`src/rtl/pipe_stage_buf.sv`:
```
// pipe_stage_buf: parametrised inter-stage pipeline register with valid/ready
// back-pressure through a 2-entry skid buffer.
//
// Storage is a main entry M, which drives the outputs, and a skid entry S.
// S catches the one beat that can still be accepted after downstream stalls,
// because in_ready is a flop and lags one cycle behind.
//
// Ports:
//   clk        in   rising-edge clock
//   reset      in   asynchronous active-high reset
//   flush      in   synchronous squash of all stored entries (highest priority)
//   in_valid   in   upstream beat present
//   in_ready   out  stage can accept a beat (registered, equals ~S valid)
//   in_ctrl    in   [CTRL_W] upstream control bits
//   in_data    in   [DATA_W] upstream payload
//   out_valid  out  main entry valid
//   out_ready  in   downstream accepts
//   out_ctrl   out  [CTRL_W] main control bits, zero whenever out_valid=0
//   out_data   out  [DATA_W] main payload (holds its last value on a bubble)
//   occupancy  out  [2] number of stored entries, 0..2
//
// Optional feature, macro PIPE_STAT_EN:
//   stall_cnt  out  [32] saturating count of cycles with out_valid & ~out_ready
//   flush_cnt  out  [16] saturating count of flush cycles with occupancy != 0
module pipe_stage_buf #(
  parameter int DATA_W = 256,
  parameter int CTRL_W = 8
) (
  input  logic              clk,
  input  logic              reset,
  input  logic              flush,
  input  logic              in_valid,
  output logic              in_ready,
  input  logic [CTRL_W-1:0] in_ctrl,
  input  logic [DATA_W-1:0] in_data,
  output logic              out_valid,
  input  logic              out_ready,
  output logic [CTRL_W-1:0] out_ctrl,
  output logic [DATA_W-1:0] out_data,
  output logic [1:0]        occupancy
`ifdef PIPE_STAT_EN
  ,
  output logic [31:0]       stall_cnt,
  output logic [15:0]       flush_cnt
`endif
);

  logic              m_valid_q, m_valid_d;
  logic [CTRL_W-1:0] m_ctrl_q,  m_ctrl_d;
  logic [DATA_W-1:0] m_data_q,  m_data_d;
  logic              s_valid_q, s_valid_d;
  logic [CTRL_W-1:0] s_ctrl_q,  s_ctrl_d;
  logic [DATA_W-1:0] s_data_q,  s_data_d;
  logic              in_ready_q, in_ready_d;

  logic acc;
  logic xfer;

  assign acc  = in_valid & in_ready_q;
  assign xfer = m_valid_q & out_ready;

  // Next-state for both entries. Flush wins over everything and leaves the
  // data fields alone so a squashed stage still shows its last payload.
  // When M frees up (empty or transferring) the skid entry moves forward first
  // so ordering stays FIFO; otherwise a new beat can only land in S.
  always_comb begin
    m_valid_d = m_valid_q;
    m_ctrl_d  = m_ctrl_q;
    m_data_d  = m_data_q;
    s_valid_d = s_valid_q;
    s_ctrl_d  = s_ctrl_q;
    s_data_d  = s_data_q;
    if (flush) begin
      m_valid_d = 1'b0;
      m_ctrl_d  = '0;
      s_valid_d = 1'b0;
      s_ctrl_d  = '0;
    end else if (!m_valid_q || xfer) begin
      if (s_valid_q) begin
        m_valid_d = 1'b1;
        m_ctrl_d  = s_ctrl_q;
        m_data_d  = s_data_q;
        if (acc) begin
          s_valid_d = 1'b1;
          s_ctrl_d  = in_ctrl;
          s_data_d  = in_data;
        end else begin
          s_valid_d = 1'b0;
        end
      end else if (acc) begin
        m_valid_d = 1'b1;
        m_ctrl_d  = in_ctrl;
        m_data_d  = in_data;
      end else begin
        m_valid_d = 1'b0;
      end
    end else if (acc) begin
      s_valid_d = 1'b1;
      s_ctrl_d  = in_ctrl;
      s_data_d  = in_data;
    end
    // Registered ready tracks the skid entry's next state, so it drops the
    // cycle after S fills and rises the cycle after S drains.
    in_ready_d = ~s_valid_d;
  end

  // Storage flops; reset empties both entries and opens the input.
  always_ff @(posedge clk or posedge reset) begin
    if (reset) begin
      m_valid_q  <= 1'b0;
      m_ctrl_q   <= '0;
      m_data_q   <= '0;
      s_valid_q  <= 1'b0;
      s_ctrl_q   <= '0;
      s_data_q   <= '0;
      in_ready_q <= 1'b1;
    end else begin
      m_valid_q  <= m_valid_d;
      m_ctrl_q   <= m_ctrl_d;
      m_data_q   <= m_data_d;
      s_valid_q  <= s_valid_d;
      s_ctrl_q   <= s_ctrl_d;
      s_data_q   <= s_data_d;
      in_ready_q <= in_ready_d;
    end
  end

  // An empty stage must look like a NOP downstream, hence the ctrl masking.
  assign in_ready  = in_ready_q;
  assign out_valid = m_valid_q;
  assign out_ctrl  = m_valid_q ? m_ctrl_q : '0;
  assign out_data  = m_data_q;
  assign occupancy = {1'b0, m_valid_q} + {1'b0, s_valid_q};

`ifdef PIPE_STAT_EN
  logic [31:0] stall_cnt_q, stall_cnt_d;
  logic [15:0] flush_cnt_q, flush_cnt_d;

  // Saturating statistics counters; they stop at all-ones instead of wrapping.
  always_comb begin
    stall_cnt_d = stall_cnt_q;
    flush_cnt_d = flush_cnt_q;
    if (m_valid_q && !out_ready && !(&stall_cnt_q)) begin
      stall_cnt_d = stall_cnt_q + 32'd1;
    end
    if (flush && (m_valid_q || s_valid_q) && !(&flush_cnt_q)) begin
      flush_cnt_d = flush_cnt_q + 16'd1;
    end
  end

  // Counter flops, cleared only by reset.
  always_ff @(posedge clk or posedge reset) begin
    if (reset) begin
      stall_cnt_q <= '0;
      flush_cnt_q <= '0;
    end else begin
      stall_cnt_q <= stall_cnt_d;
      flush_cnt_q <= flush_cnt_d;
    end
  end

  assign stall_cnt = stall_cnt_q;
  assign flush_cnt = flush_cnt_q;
`endif

endmodule

```
`config.mk`:
```
export PLATFORM = sky130hd
export DESIGN_NAME = pipe_stage_buf
export DESIGN_NICKNAME = d
export VERILOG_FILES = /design/src/rtl/pipe_stage_buf.sv
export SDC_FILE = /design/constraint.sdc
export NUM_CORES = 1
export LEC_CHECK = 0
export CELL_PAD_IN_SITES_DETAIL_PLACEMENT = 0
export CELL_PAD_IN_SITES_GLOBAL_PLACEMENT = 1
export CORE_UTILIZATION = 36
export DETAILED_ROUTE_END_ITERATION = 16
export PLACE_DENSITY = 0.8
export SLEW_MARGIN = 10
export SYNTH_ARGS = -nofsm -noshare
export SYNTH_HDL_FRONTEND = slang
export SYNTH_SLANG_ARGS = --single-unit
```
`constraint.sdc`:
```
create_clock -name clk -period 15.5 [get_ports clk]
set_input_delay 1.55 -clock clk [delete_from_list [all_inputs] [get_ports clk]]
set_output_delay 1.55 -clock clk [all_outputs]
set_load 0.02 [all_outputs]
```
### After elaboration in Yosys (flattened, before gate mapping)

Cells that the tools add are included.

| cells by class | value |
|---|---|
| $add $sub $neg | 1 |
| eq/ne operators | 2 |
| mux-type cells | 22 |
| bitwise logic cells | 4 |
| reduce and logical (&&, ||, !) cells | 8 |

Operator list:

| kind | count |
|---|---|
| $mux W256 | 5 |
| $mux W8 | 9 |
| $mux W1 | 8 |
| $reduce_and A2 Y1 | 2 |
| $reduce_bool A2 Y1 | 2 |
| $ne A3 B3 Y1 const B | 1 |
| $reduce_and A3 Y1 | 1 |
| $reduce_bool A3 Y1 | 1 |
| $add A1 B1 Y2 | 1 |
| $and A1 B1 Y1 | 2 |
| $ne A2 B2 Y1 const B | 1 |
| $not A1 Y1 | 2 |
| $logic_not A1 Y1 | 1 |
| $logic_or A1 B1 Y1 | 1 |

| word-level totals | value |
|---|---|
| register bits after elaboration | 531 |
| input bits | 269 |
| output and inout bits | 268 |
| logic and storage cells | 44 |

### Longest topological paths before layout

Gate-level depths: netlist (run 1).

| depth | value |
|---|---|
| depth in word-level cells | 6 |
| gate-level depth with buffers | 7 |
| gate-level depth less buffers | 3 |

### Worst setup path after synthesis (run 1)

OpenSTA, ideal clock, no wires.

| timing | value |
|---|---|
| path type | input to register |
| start | input port out_ready |
| end | register s_data_q[100] |
| setup time | 0.125 ns |
| data arrival time | 2.858 ns |
| data required time | 15.375 ns |
| path slack | 12.517 ns |
| stages on the path | 6 |
| buffers on the path | 3 |
| cells stage by stage | nand2b_1 > buf_2 > a211oi_2 > buf_4 > buf_6 > mux2_2 |

| between the ends | value |
|---|---|
| cells in the longest elaborated chain, start to end | 4 |
| elaborated cells on any way between the ends | 5 |
| those cells by class | eq/ne: 1; mux: 1; bitwise: 1; reduce/logical: 2 |

Ends and longest elaborated chain:

| what | line | RTL |
|---|---|---|
| start: declaration | 37 | `input logic out_ready,` |
| $and A1 B1 Y1 * | 60 | `assign xfer = m_valid_q & out_ready;` |
| $logic_or A1 B1 Y1 * | 78 | `end else if (!m_valid_q \|\| xfer) begin` |
| $ne A2 B2 Y1 (no source line) | -- |  |
| $reduce_and A2 Y1 (no source line) | -- |  |
| end signal: assignment | 123 | `s_data_q <= s_data_d;` |
| end: declaration | 53 | `logic [DATA_W-1:0] s_data_q, s_data_d;` |

Every way passes the cells marked *; elsewhere a longest branch is shown, timed or not.
A chain may end at the register's enable or synchronous reset.

### Worst setup path in the final report (run 1)

| timing | value |
|---|---|
| start | input port out_ready |
| end | register s_data_q[56] |

Same word-level chain as after synthesis.

==> out/qor.yml, run 1 <==
run_status: "completed"
die-area_um2: 64400
multiInputGateArea_um2: 8730
timing.final.crit_period_ns: 5.57
clk_path_buf_depth: 3
place_inst: 3003
hold_class: "reg -> reg"
remaining_drc_errors: 0
fin_tns_setup_ns: 0
layout.area.seq_um2: 13300
rsz0062_at_grt: "false"
setup_violations: 0
viasPerCell: 5.40
synth_cells: 1779
routed-via-count: 16800
synthesis_warnings: 0
core_area_um2: 62200
drt.antenna.violating_nets: 0
worstSetupPathType: "in -> reg"
number_of_buffers_inserted_by_hold_repair_at_cts: 0
hold_path_startpoint: "m_ctrl_q[3]$_DFFE_PP0P_"
ys_ff_latch: 531
netlist-cell-type-count: 26
clk_latency_ns: 0.61
synth.net_count: 2049
cts_tree: "yes"
clk_root_buffer_cell: "clkbuf_16"
worstReg2RegStart: "s_valid_q$_DFF_PP0_"
timing.critical_path.arrival_ns: 6.04
drt-total-wl_um: 67100
drv_cap: 0
startpoint_type: "input pin"
cts.sink_count: 531
final_weighted_congestion_in_routability_driven_placement: 0.800
tightestPinTransition_ns: 1.18
floorplan.rows: 91
post_drt_wl_per_cell_um: 21.5
layout.filler_cells: 5463
boundaryPins: 537
synth_area_per_cell_um2: 12.8
final_net_count: 2496
groute.usage.overall_pct: 20.1
first_global_vias: 17300
leak_pwr_uw: 0.0118
hold_ws_ns: 0.479
post-dp-hpwl_um: 41400
ff2ff_setup_slack_ns: 10.44
layout-drive-gt1-share_pct: 17.0
finalCritPeriodShare_pct: 36.0
drt_pre_antenna_iters: 5
hold_viol_final: 0
grt_antenna_before_repair: 13
fraction_of_the_yosys_area_taken_by_sequential_cells_pct: 58.2
relSlewSlack_pct: 20.9
floorplan.initialDensity_pct: 36.7
max_freq_ghz: 0.179
maximum_fanout_along_the_worst_path: 64
skew_ns: 0.0247
finish.cell_count_without_fillers: 3114
layout_common_cells: "536 x clkdlybuf4s50_1, 529 x dfrtp_1, 264 x mux2i_1"
largest_net_degree_at_the_start_of_global_routing: 115
iteration_0_drc_markers: 1083
timing.critical_path.from: "out_ready"
floorplan.die.height_um: 254
final_common_cell: "clkdlybuf4s50_1"
cp.required_ns: 15.96
post_cts_resize_count: 0
h-tree-depth: 2
synthesis.area_um2: 22800
cp-end-kind: "flip-flop"
depth_of_the_worst_register_to_register_path: 6
syn2layout_area_growth_pct: 34.5
critical_path.endpoint: "s_data_q[56]$_DFFE_PP0P_"
r2r_end: "s_data_q[56]$_DFFE_PP0P_"
clock_transition_at_the_registers_of_the_reported_paths_ns: 0.06
overflow: 0
numCtsBuffers: 58
pwr_density_cell_nw_per_um2: 143
grt_first_pass_wirelength_um: 102000
placement.io_buffers: 536
final_core_utilization_pct: 49.4
peakVddDrop_v: 0.0000930
cts_setup_buffers: 0
die_w_um: 254
final-max-slew-violation-count: 0
[stage by stage]
stage	total power, µW	setup slack [ns]	area, µm²
2_1_floorplan	2480	6.73	22800
3_3_place_gp	2930	9.36	28700
3_5_place_dp	2970	9.33	28700
4_1_cts	4440	9.97	30700
5_1_grt	4600	9.75	30700
6_report	4400	9.93	30700
[power by group]
group / switching [µW] / internal (µW) / total [µW] / leakage (µW)
sequential: 185 / 1720 / 1910 / 0.00618
combinational: 503 / 536 / 1040 / 0.00466
clock: 574 / 879 / 1450 / 0.000995
total: 1260 / 3140 / 4400 / 0.0118
[registers in the layout, summed over array words and instances, names as in the netlist]
name,flops
out_data,256
s_data_q,256
m_ctrl_q,8
s_ctrl_q,8
in_ready,1
out_valid,1
s_valid_q,1
[cells in the mapped netlist]
library cell  instances  area, µm²
dfrtp_1             530      13300
mux2i_1             264       2640
a21oi_1             259       1300
a31oi_1             257       1610
mux2_2              256       2880
clkbuf_1            124        465
buf_6                20        225
buf_1                15       56.3
a22o_1                9       78.8
buf_2                 9       45.0
and2_1                8       50.1
o2bb2ai_1             8       70.1
buf_4                 6       45.0
inv_1                 2       7.51
a211oi_2              1       12.5
a21o_1                1       7.51
a31o_2                1       8.76
dfstp_2               1       26.3
ha_1                  1       12.5
inv_2                 1       3.75
nand2_1               1       3.75
nand2b_1              1       6.26
nand3_1               1       5.00
nor2_1                1       3.75
nor2b_1               1       6.26
nor3_1                1       5.00
[logic make-up (layout without fill, tap and decap cells)]
| family | Yosys count | after routing | share of synthesized area (%) |
|---|---|---|---|
| AO/OA/AOI/OAI | 536 | 536 | 13.5 |
| adder cells (fa/ha/maj) | 1 | 1 | 0.0548 |
| buffers and inverters | 177 | 671 | 3.71 |
| flip-flops | 531 | 531 | 58.2 |
| multiplexers | 520 | 520 | 24.2 |
| other | 0 | 4 | 0 |
| AND/OR/NAND/NOR | 14 | 14 | 0.351 |
[worst min-delay path by stage]
stage                              end  slack [ns]  cells past startpoint
6_report       m_ctrl_q[3]$_DFFE_PP0P_        0.48                      1
5_1_grt        m_ctrl_q[4]$_DFFE_PP0P_        0.50                      1
4_1_cts        m_ctrl_q[3]$_DFFE_PP0P_        0.49                      1
3_5_place_dp   m_ctrl_q[6]$_DFFE_PP0P_        0.47                      1
3_3_place_gp   m_ctrl_q[3]$_DFFE_PP0P_        0.46                      1
2_1_floorplan  m_ctrl_q[0]$_DFFE_PP0P_        0.45                      1
[worst max-delay path, stage by stage]
cell             delay, ns
clkdlybuf4s50_1       0.42
nand2b_4              0.37
a211oi_4              0.74
buf_4                 0.77
buf_4                 0.82
buf_4                 0.74
mux2_2                0.41
[cell type report]
class | count | area share (%)
antenna | 4 | 0.0326
clock buffer | 84 | 5.68
clock inverter | 23 | 0.933
inverter | 3 | 0.0733
multi-input combinational | 1071 | 28.4
sequential | 531 | 43.3
tap | 837 | 3.41
timing repair buffer | 561 | 18.2
[routing by layer]
metal / wire length (µm) / global-route usage, % / up-vias
met3: 6620 / 7.85 / 89
met2: 31500 / 31.6 / 540
met5: 161 / 0 / -
met1: 27500 / 25.9 / 8616
met4: 1250 / 5.06 / 22
li1: - / - / 7540
Power figures use the tool's default switching activity.
==> run 2: changes to the inputs <==
==> constraint.sdc (replaced) <==
create_clock -name clk -period 4.9 [get_ports clk]
set_input_delay 0.49 -clock clk [delete_from_list [all_inputs] [get_ports clk]]
set_output_delay 0.49 -clock clk [all_outputs]
set_load 0.02 [all_outputs]
==> run 2 against run 1 <==
Sequential cell count stayed put. Sequential share of layout area up 0.14 points. Critical endpoint is now out_data[132]$_DFFE_PP0P_. Largest cell class unchanged. Global-route usage is 0.23 points higher. First-iteration DRC count fell by 9.2%. Setup slack got worse by 7.9 ns. Critical path depth fell by 2. Clock skew is 0.014 ns lower. Register-to-register slack got worse by 8.4 ns. Power rose to 3.1 times the previous value. Critical path type is now reg -> reg. Via count rose by 0.62%.
==> out/qor.yml, run 2 (same netlist as run 1, synthesis figures left out) <==
run_status: "completed"  # unchanged
power_frac_comb_pct: 24.3  # was 23.6%
cts.sink_count: 531  # unchanged
layout.filler_cells: 5505  # was 5463
core_area_um2: 62200  # unchanged
first_global_vias: 17700  # was 17300
hold_class: "in -> async"  # was reg -> reg
critical_path.n_buffers_inverters: 2  # was 4
routed-via-count: 16900  # was 16800
final_core_utilization_pct: 49.2  # was 49.4%
power.sequential.fraction_pct: 44.7  # was 43.4%
placement.io_buffers: 536  # unchanged
final_common_cell: "clkdlybuf4s50_1"  # unchanged
maximum_fanout_along_the_worst_path: 133  # was 64
final_net_count: 2495  # was 2496
cp-end-kind: "flip-flop"  # unchanged
finish.cell_count_without_fillers: 3107  # was 3114
post_cts_resize_count: 0  # unchanged
clk_root_buffer_cell: "clkbuf_16"  # unchanged
timing.critical_path.arrival_ns: 3.31  # was 6.04 ns
overflow: 0  # unchanged
remaining_drc_errors: 0  # unchanged
hold_ws_ns: 0.431  # was 0.479 ns
h-tree-depth: 2  # unchanged
place_inst: 3003  # unchanged
iteration_0_drc_markers: 983  # was 1083
power_report.internal_total_uw: 9610  # was 3140 µW
clock_transition_at_the_registers_of_the_reported_paths_ns: 0.06  # about the same
final-max-slew-violation-count: 0  # unchanged
die_w_um: 254  # unchanged
final_weighted_congestion_in_routability_driven_placement: 0.786  # was 0.800
rsz0062_at_grt: "false"  # unchanged
drt-total-wl_um: 67800  # was 67100 µm
finalCritPeriodShare_pct: 58.8
timing.critical_path.mode_cell: "a21oi_1"  # was buf_4
floorplan.die.height_um: 254  # unchanged
boundaryPins: 537  # unchanged
leak_pwr_uw: 0.0118  # about the same
drt.antenna.violating_nets: 0  # unchanged
post-dp-hpwl_um: 41900  # was 41400 µm
die-area_um2: 64400  # unchanged
cts_setup_buffers: 0  # unchanged
peakVddDrop_v: 0.000296  # was 0.0000930 V
grt_first_pass_wirelength_um: 104000  # was 102000 µm
worstSetupPathType: "reg -> reg"  # was in -> reg
cp_slowest_stage_delay_ns: 0.85  # was 0.82 ns
finish.instance_area_um2: 30600  # was 30700 µm²
max_freq_ghz: 0.347
numCtsBuffers: 57  # was 58
switching_power_uw: 3940  # was 1260 µW
hold_viol_final: 0  # unchanged
grt_antenna_before_repair: 16  # was 13
worst_slack_ns: 2.02  # was 9.93 ns
layout_common_cells: "536 x clkdlybuf4s50_1, 529 x dfrtp_1, 264 x mux2i_1"  # unchanged
cts_tree: "yes"  # unchanged
critical_path.top_delay_family: "buffers and inverters"  # unchanged
drt_pre_antenna_iters: 5  # unchanged
layout-drive-gt1-share_pct: 16.4  # was 17.0%
floorplan.initialDensity_pct: 36.7  # unchanged
largest_net_degree_at_the_start_of_global_routing: 142  # was 115
groute.usage.overall_pct: 20.4  # was 20.1%
pwr_density_cell_nw_per_um2: 443  # was 143 nW/µm²
skew_ns: 0.0109  # was 0.0247 ns
timing.final.crit_period_ns: 2.88
post_drt_wl_per_cell_um: 21.8  # was 21.5 µm
viasPerCell: 5.44  # was 5.40
drv_cap: 0  # unchanged
tightestPinTransition_ns: 0.990  # was 1.18 ns
swShare_pct: 29.1  # was 28.7%
startpoint_type: "flip-flop"  # was input pin
setup_violations: 0  # unchanged
path_cells: "buf_4 > a21oi_1 > nor3_2 > buf_12 > a21oi_1"  # was clkdlybuf4s50_1 > nand2b_4 > a211oi_4 > buf_4 > buf_4 > buf_4 > mux2_2
syn2layout_area_growth_pct: 34.0  # was 34.5%
relSlewSlack_pct: 34.0  # was 20.9%
clk_latency_ns: 0.59  # was 0.61 ns
clk_path_buf_depth: 3  # unchanged
number_of_buffers_inserted_by_hold_repair_at_cts: 0  # unchanged
floorplan.rows: 91  # unchanged
cp.required_ns: 5.33  # was 15.96 ns
power.share.clock_pct: 31.0  # was 33.0%
preCtsSetupSlack_ns: 1.93  # was 9.33 ns
postPlaceCellArea_um2: 28800  # was 28700 µm²
critical-path-slowest-cell: "dfrtp_4"  # was buf_4
run 2: cell types whose count changed in the layout (fill, tap and decap cells not counted), sizes merged:
cell and change:
bufinv -3, clkbuf +2, clkinv -3, clkinvlp -3
run 2: cell type report:
cell class | instances | area, µm² | area share [%]
flip-flops and latches | 531 | 13300 | 43.4
multi-input cells | 1071 | 8730 | 28.5
clock buffers | 86 | 1640 | 5.34
clock inverters | 14 | 159 | 0.519
repair buffers | 561 | 5720 | 18.7
diodes | 4 | 10.0 | 0.0327
well taps | 837 | 1050 | 3.42
inverters | 3 | 22.5 | 0.0736
run 2: final timing paths:
check                      cells after the start  slack, ns                         to               startpoint
max                                            5       2.02  out_data[132]$_DFFE_PP0P_      s_valid_q$_DFF_PP0_
min                                            2       0.43   s_data_q[13]$_DFFE_PP0P_                    reset
max reg2reg                                    5       2.02  out_data[132]$_DFFE_PP0P_      s_valid_q$_DFF_PP0_
min reg2reg                                    1       0.48    m_ctrl_q[3]$_DFFE_PP0P_  m_ctrl_q[3]$_DFFE_PP0P_
max in group asynchronous                      3       3.23  s_data_q[132]$_DFFE_PP0P_                    reset
min in group clk                               1       0.48    m_ctrl_q[3]$_DFFE_PP0P_  m_ctrl_q[3]$_DFFE_PP0P_
run 2: metal layers:
metal	GRT usage, %	up-vias	wire length [µm]	share of wire, %
li1	-	7527	-	-
met5	0	-	167	0.25
met2	32.7	549	31900	47
met3	7.66	120	6400	9.4
met1	25.3	8691	27500	41
met4	6.37	24	1760	2.6
run 2: power by group through the flow:
stage          combinational [µW]  clock (µW)  sequential [µW]
2_1_floorplan                1360           0             6470
3_3_place_gp                 3230           0             6040
3_5_place_dp                 3320           0             6110
4_1_cts                      3330        4310             6050
5_1_grt                      3530        4460             6180
6_report                     3300        4200             6050
run 2: through the flow:
step / setup TNS [ns] / total power, µW
after global placement: 0 / 9270
final: 0 / 13600
after floorplan: -1488.64 / 7840
after global routing: 0 / 14200
after CTS: 0 / 13700
after detailed placement: 0 / 9430
